## src/rtl/pchb_pkg.sv

```systemverilog
// Shared types, dual-rail constants and decode helpers for the PCHB split.
package pchb_pkg;

  typedef enum logic [1:0] {
    S_WAIT = 2'd0,
    S_HOLD = 2'd1,
    S_NEUT = 2'd2
  } state_e;

  localparam logic [1:0] DR_NULL = 2'b00;
  localparam logic [1:0] DR_ILL  = 2'b11;

  function automatic logic dr_valid(input logic [1:0] ch);
    return ch[0] ^ ch[1];
  endfunction

  function automatic logic dr_null(input logic [1:0] ch);
    return ch == DR_NULL;
  endfunction

endpackage

```

## src/rtl/pchb_split_if.sv

```systemverilog
// Dual-rail channel bundle of the split: input L with SELECT, outputs R0 and R1.
// Handshake (four-phase return-to-zero, every channel): the receiver raises its
// enable to request a token; the sender drives one rail high; the receiver drops
// the enable to acknowledge; the sender returns the rails to 00; the enable rises
// again to request the next token.
interface pchb_split_if;
  logic [1:0] L;
  logic       Le;
  logic [1:0] SELECT;
  logic       SELECTe;
  logic [1:0] R0;
  logic       R0e;
  logic [1:0] R1;
  logic       R1e;

  modport master (
    output L, SELECT, R0e, R1e,
    input  Le, SELECTe, R0, R1
  );

  modport slave (
    input  L, SELECT, R0e, R1e,
    output Le, SELECTe, R0, R1
  );
endinterface

```

## src/rtl/pchb_split_dr_check.sv

```systemverilog
// Decodes one dual-rail channel into valid / neutral / illegal flags.
module dr_check
  import pchb_pkg::*;
(
  input  logic [1:0] ch,
  output logic       valid,
  output logic       neutral,
  output logic       illegal
);

  assign valid   = dr_valid(ch);
  assign neutral = dr_null(ch);
  assign illegal = (ch == DR_ILL);

endmodule

```

## src/rtl/pchb_split.sv

```systemverilog
// Precharge half-buffer split: steers one dual-rail token from L to R0 or R1
// according to SELECT, with per-output transfer counters and a sticky error flag.
module pchb_split
  import pchb_pkg::*;
#(
  parameter int CNT_W = 8
) (
  input  logic             CLK,
  input  logic             RESET_N,
  pchb_split_if.slave      bus,
  output logic [CNT_W-1:0] CNT0,
  output logic [CNT_W-1:0] CNT1,
  output logic             ERR,
  output state_e           dbg_state
);

  state_e           state_q, state_n;
  logic             idx_q, idx_n;
  logic [1:0]       data_q, data_n;
  logic             le_q, le_n;
  logic [1:0]       r0_q, r0_n;
  logic [1:0]       r1_q, r1_n;
  logic [CNT_W-1:0] cnt0_q, cnt1_q;
  logic             err_q;

  logic l_valid, l_null, l_ill;
  logic s_valid, s_null, s_ill;

  dr_check u_chk_l (.ch(bus.L),      .valid(l_valid), .neutral(l_null), .illegal(l_ill));
  dr_check u_chk_s (.ch(bus.SELECT), .valid(s_valid), .neutral(s_null), .illegal(s_ill));

  logic sel_idx, sel_ready, idx_ready, capture, release_tok;

  // SELECT[1] high routes to R1, SELECT[0] high routes to R0.
  assign sel_idx     = bus.SELECT[1];
  assign sel_ready   = sel_idx ? bus.R1e : bus.R0e;
  assign idx_ready   = idx_q ? bus.R1e : bus.R0e;
  assign capture     = (state_q == S_WAIT) && l_valid && s_valid && sel_ready;
  assign release_tok = (state_q == S_HOLD) && !idx_ready;

  always_ff @(posedge CLK) begin
    if (!RESET_N) begin
      state_q <= S_WAIT;
      idx_q   <= 1'b0;
      data_q  <= DR_NULL;
      le_q    <= 1'b1;
      r0_q    <= DR_NULL;
      r1_q    <= DR_NULL;
      cnt0_q  <= '0;
      cnt1_q  <= '0;
      err_q   <= 1'b0;
    end else begin
      state_q <= state_n;
      idx_q   <= idx_n;
      data_q  <= data_n;
      le_q    <= le_n;
      r0_q    <= r0_n;
      r1_q    <= r1_n;
      err_q   <= err_q | l_ill | s_ill;
      if (release_tok) begin
        if (idx_q) cnt1_q <= cnt1_q + CNT_W'(1);
        else       cnt0_q <= cnt0_q + CNT_W'(1);
      end
    end
  end

  always_comb begin
    state_n = state_q;
    unique case (state_q)
      S_WAIT:  if (capture) state_n = S_HOLD;
      S_HOLD:  if (!idx_ready) state_n = S_NEUT;
      S_NEUT:  if (l_null && s_null && idx_ready) state_n = S_WAIT;
      default: state_n = S_WAIT;
    endcase
  end

  // Outputs are computed from the next state so they become visible right after the edge.
  always_comb begin
    idx_n  = capture ? sel_idx : idx_q;
    data_n = capture ? bus.L   : data_q;
    le_n   = (state_n == S_WAIT);
    r0_n   = ((state_n == S_HOLD) && !idx_n) ? data_n : DR_NULL;
    r1_n   = ((state_n == S_HOLD) &&  idx_n) ? data_n : DR_NULL;
  end

  assign bus.Le      = le_q;
  assign bus.SELECTe = le_q;
  assign bus.R0      = r0_q;
  assign bus.R1      = r1_q;
  assign CNT0        = cnt0_q;
  assign CNT1        = cnt1_q;
  assign ERR         = err_q;
  assign dbg_state   = state_q;

endmodule
```

## src/flat_wrapper.sv

```systemverilog
// flat-port wrapper written by rule: the top's interface ports become plain ports
module pchb_split_flat import pchb_pkg::*;
#(
  parameter int CNT_W = 8
)
  (CLK, RESET_N, CNT0, CNT1, ERR, dbg_state, bus_L, bus_SELECT, bus_R0e, bus_R1e, bus_Le, bus_SELECTe, bus_R0, bus_R1);
  pchb_split_if bus_i ();
  input  logic CLK;
  input  logic RESET_N;
  output logic [CNT_W-1:0] CNT0;
  output logic [CNT_W-1:0] CNT1;
  output logic ERR;
  output state_e dbg_state;
  input wire logic [$bits(bus_i.L)-1:0] bus_L;
  input wire logic [$bits(bus_i.SELECT)-1:0] bus_SELECT;
  input wire logic [$bits(bus_i.R0e)-1:0] bus_R0e;
  input wire logic [$bits(bus_i.R1e)-1:0] bus_R1e;
  output wire logic [$bits(bus_i.Le)-1:0] bus_Le;
  output wire logic [$bits(bus_i.SELECTe)-1:0] bus_SELECTe;
  output wire logic [$bits(bus_i.R0)-1:0] bus_R0;
  output wire logic [$bits(bus_i.R1)-1:0] bus_R1;
  assign bus_i.L = bus_L;
  assign bus_i.SELECT = bus_SELECT;
  assign bus_i.R0e = bus_R0e;
  assign bus_i.R1e = bus_R1e;
  assign bus_Le = bus_i.Le;
  assign bus_SELECTe = bus_i.SELECTe;
  assign bus_R0 = bus_i.R0;
  assign bus_R1 = bus_i.R1;
  pchb_split #(.CNT_W(CNT_W)) u_core (.CLK(CLK), .RESET_N(RESET_N), .bus(bus_i), .CNT0(CNT0), .CNT1(CNT1), .ERR(ERR), .dbg_state(dbg_state));
endmodule
```

## config.mk

```make
export PLATFORM = sky130hd
export DESIGN_NAME = pchb_split_flat
export DESIGN_NICKNAME = d
export VERILOG_FILES = /design/src/rtl/pchb_pkg.sv /design/src/rtl/pchb_split_if.sv /design/src/rtl/pchb_split_dr_check.sv /design/src/rtl/pchb_split.sv /design/src/flat_wrapper.sv
export SDC_FILE = /design/constraint.sdc
export NUM_CORES = 1
export LEC_CHECK = 0
export BUFFER_PORTS_ARGS = -buffer_cell sky130_fd_sc_hd__buf_2
export CAP_MARGIN = 20
export CORE_UTILIZATION = 46
export DETAILED_ROUTE_END_ITERATION = 8
export HOLD_SLACK_MARGIN = 0.02
export PLACE_DENSITY_LB_ADDON = 0.05
export SYNTH_ARGS = -nofsm -noshare
export SYNTH_HDL_FRONTEND = slang
export SYNTH_HIERARCHICAL = 1
export SYNTH_SLANG_ARGS = --single-unit
```

## constraint.sdc

```tcl
create_clock -name CLK -period 1.8 [get_ports CLK]
set_input_delay 0.09 -clock CLK [delete_from_list [all_inputs] [get_ports CLK]]
set_output_delay 0.09 -clock CLK [all_outputs]
set_load 0.1 [all_outputs]
```

Word level (Yosys, flattened, before mapping) --
Cells that the tools add are included. Widths: inputs -> output; s select.
Storage, ports and cells: flip-flop bits (word level) 27, input port bits 8, logic and storage cells 47
Cells by class: add/sub/neg operators 2, equality and inequality tests 5, muxes and demuxes 8, bitwise gates (word level) 5, reduce and logical (&&, ||, !) cells 18
Operators by type and width (number):
- $add 8x1->8 const B | 2
- $logic_and 1x1->1 | 8
- $logic_not 2->1 | 4
- $mux 2 | 4
- $reduce_and 2->1 | 4
- $eq 2x2->1 const B | 3
- $pmux 2 s3 | 1
- $eq 2x1->1 const B | 2
- $mux 1 | 3
- $logic_not 1->1 | 2
- $or 1x1->1 | 2
- $xor 1x1->1 | 2
- $not 1->1 | 1

Depth between registers and ports, before layout --
word-level depth 9, depth in mapped cells 6

Cells and area by module --
The synthesis kept the hierarchy.
Modules (own cells, without submodules):
- pchb_split | instances 1, cells each 135, area each 1233.7 µm², seq. area each 540.5 µm²
- dr_check | instances 2, cells each 4, area each 32.5 µm², seq. area each 0.0 µm²

Least setup slack after synthesis --
OpenSTA, ideal clock, no wires.
path type register to register, start register u_core.state_q[0] (netlist: u_core/dbg_state[0]), end register u_core.cnt0_q[6] (netlist: u_core/CNT0[6]), setup time 0.072 ns, arrival 2.361 ns, required time 1.728 ns, setup slack -0.633 ns, cell stages (with the launch flop) 5, period minus slack after synthesis 2.433 ns, cell sequence dfxtp_1 or4b_4 buf_6 or4_1 a21oi_1
On the way: word-level cells in the longest chain between the ends 3
Ends and longest elaborated chain:
- start, declared | RTL line pchb_split.sv:17 | state_e state_q, state_n;
- start signal, assigned | RTL line pchb_split.sv:53 | state_q <= state_n;
- $eq 2x1->1 | RTL line pchb_split.sv:39 | assign release_tok = (state_q == S_HOLD) && !idx_ready;
- $logic_and 1x1->1 | RTL line pchb_split.sv:39
- $reduce_and 2->1 (no line)
- end signal, assigned | RTL line pchb_split.sv:62 | else cnt0_q <= cnt0_q + CNT_W'(1);
- end, declared | RTL line pchb_split.sv:23 | logic [CNT_W-1:0] cnt0_q, cnt1_q;
No other way between the ends. A chain may end at the register's enable or synchronous reset.

Final worst setup path --
start register u_core.state_q[0] (netlist: u_core/dbg_state[0]), end register u_core.cnt0_q[3] (netlist: u_core/CNT0[3])
The elaborated chain is that of the path after synthesis.

==> impl_metrics.toml <==
[run_status]
status = "finished, final reports clean"

[sta]
fmax_mhz = 603
finalHoldViolations = 0
hold_ws_ns = 0.0664
finalSetupViolations = 0
tns_ns = 0
slew_viol_final = 0
min_period_over_period_pct = 92.2
tightest_slew_ns = 0.509
fin_worst_skew_ns = 0.00528
rsz0062_at_grt = "no"
min_period_ns = 1.66
fin_ws_ns = 0.141
slew_headroom_pct = 65.8

[detailed_routing]
vias_per_cell = 5.60
drtIter0Drc = 12
routed_wl_mm = 2.65
drc = 0
vias = 1147
routedWlPerCell_um = 12.9
drt_pre_antenna_iters = 4
postRouteAntennaNets = 0

[pwr]
seqPwrFrac_pct = 57.9
power.internal_uw = 747
p_per_area_nw_per_um2 = 700
cellLeakagePower_uw = 0.000645
power.share.clock_pct = 23.1
power.switching_uw = 326
swShare_pct = 30.4
vdd_drop_max_uv = 580
combPwrFrac_pct = 18.9

[setup_path]
slowest_stage = "or4b_4"
critical_path_class = "flop to flop"
path_max_fanout = 10
cp-end-kind = "flop"
critPathRequiredTime_ns = 2.03
slowest_delay_ns = 0.50
r2r_cells = 4
cp_cell_sequence = "or4b_4 -> buf_4 -> or3_1 -> a21oi_1"
critPathArrivalTime_ns = 1.89
cp-start-kind = "flop"

[synthesis]
synth_edf_count = 0
syn_nets = 157
ys_async_sr_fraction_pct = 0
synth_cell_type_count = 36
synth_area_um2 = 1300
ys.flop_type = "dfxtp_1"
syn_inst = 143
synth_warnings = 6
yosysSeqAreaShare_pct = 41.6
avgSynthCellArea_um2 = 9.08
synth_seq_cells = 27

[clocking]
cts_buffer_depth = 2
path_clk_slew_ns = 0.13
cts_tree = "built"
ctsHoldBuffers = 0
numCtsBuffers = 3
ctsResizeCount = 0
cts-root-buf = "clkbuf_4"
cts_sinks = 27
h-tree-depth = 1
clock_latency_ns = 0.31
cts_setup_buffers = 0

[floorplan]
ioPinCount = 33
initial_core_util_pct = 50.6
coreArea_um2 = 2570
die_h_um = 55.1
fp.dieW_um = 55.1
num_rows = 18
die_area_um2 = 3040

[place]
gp_congestion = 0.807
place_ws_ns = 0.178
placed_cells_incl_taps = 201
hpwl_mm = 1.96
port_buffers = 32

[final_layout]
diodes = 0
seq_area_um2 = 562
fin_cells = 205
multiInputGateArea_um2 = 688
finish.utilization_pct = 59.7
drive_gt1_share_pct = 32.6
final_cell_mix = "buf_2 (32), dfxtp_1 (14), a21oi_1 (13)"
final_common_cell = "buf_2"
fillCellCount = 256
nets = 190
syn2layout_area_growth_pct = 18.1

[global_routing]
track_usage_pct = 19.5
grt_antenna_before_repair = 0
grt_pass1_wl_mm = 4.30
grt_start_max_net_pins = 19
grt_overflow = 0
grt_pass1_vias = 982

[hold_path]
hold_depth = 3
hold_path_class = "input pin to flop"

[flow_run]
cap_viol_max_count = 0
power by group through the flow:
stage	combinational, µW	clock, µW	sequential [µW]
floorplan	96.5	0	705
global placement	200	0	634
detailed placement	203	0	636
CTS	204	260	622
global route	216	279	626
finish	203	248	622
cell families (layout without fill, tap and decap cells):
logic type	count (synthesis)	after routing	synth area share, %
xor gates and xnor gates	3	3	2.02
and+or+nand+nor	51	51	24.5
DFF	27	27	41.6
muxes	6	6	4.62
adders and majority gates	6	6	5.78
buffers and inverters	17	49	5.88
AOI/OAI and AO/OA	33	33	15.6
stage by stage:
step	cell area [µm²]	power [µW]
3_3_place_gp	1510	834
5_1_grt	1530	1120
4_1_cts	1530	1090
2_1_floorplan	1330	802
6_report	1530	1070
3_5_place_dp	1510	839
path summary, 6_finish.rpt:
kind | from | endpoint | slack [ns]
setup / recovery | u_core/dbg_state[0]$_SDFF_PN0_ | u_core/CNT0[3]$_SDFFE_PN0P_ | 0.14
hold / removal | bus_R1e | u_core/bus.R1[1]$_SDFF_PN0_ | 0.07
setup reg to reg | u_core/dbg_state[0]$_SDFF_PN0_ | u_core/CNT0[3]$_SDFFE_PN0P_ | 0.14
hold reg to reg | u_core/CNT0[7]$_SDFFE_PN0P_ | u_core/CNT0[7]$_SDFFE_PN0P_ | 0.47
final cells by class:
| type | instances | share of cell area, % |
|---|---|---|
| inverter | 10 | 2.45 |
| timing repair buffer | 35 | 11.9 |
| sequential | 27 | 36.6 |
| tap | 30 | 2.45 |
| multi-input combinational | 99 | 44.9 |
| clock buffer | 4 | 1.71 |
sequential cells by signal, summed over array words and instances, names as in the netlist:
name	cells
u_core/CNT0	8
u_core/CNT1	8
u_core/bus.R0	2
u_core/bus.R1	2
u_core/data_q	2
u_core/dbg_state	2
u_core/ERR	1
u_core/bus.Le	1
u_core/idx_q	1
critical path, delay by kind of cell, from the launching register on:
kind	cells	cell delay (ns)
and+or+nand+nor	2	0.84
AOI/OAI and AO/OA	1	0.14
DFF	1	0.42
buffers and inverters	1	0.19
cell usage after synthesis, drive strengths merged (2+ instances only):
library cell	number	area [µm²]
inv	9	33.8
dfxtp	27	541
ha	6	75.1
buf	3	23.8
o21ai	7	35.0
or4	7	52.6
nor4	2	12.5
mux2i	6	60.1
clkbuf	4	15.0
nand2b	3	18.8
nand3b	2	15.0
nand4bb	2	27.5
a32oi	4	35.0
nand3	4	20.0
nor2	9	33.8
a21oi	13	65.1
o31ai	7	52.6
or3	3	18.8
nand2	9	33.8
xor2	3	26.3
and2	2	12.5
per-layer routing:
| layer | track usage (%) | vias to the layer above | wire (µm) |
|---|---|---|---|
| met5 | 0 | - | 0 |
| met4 | 7.08 | 0 | 15 |
| met3 | 2.46 | 2 | 117 |
| met2 | 31.5 | 27 | 1240 |
| met1 | 26.5 | 535 | 1270 |
| li1 | - | 583 | - |
Power figures use the tool's default switching activity.
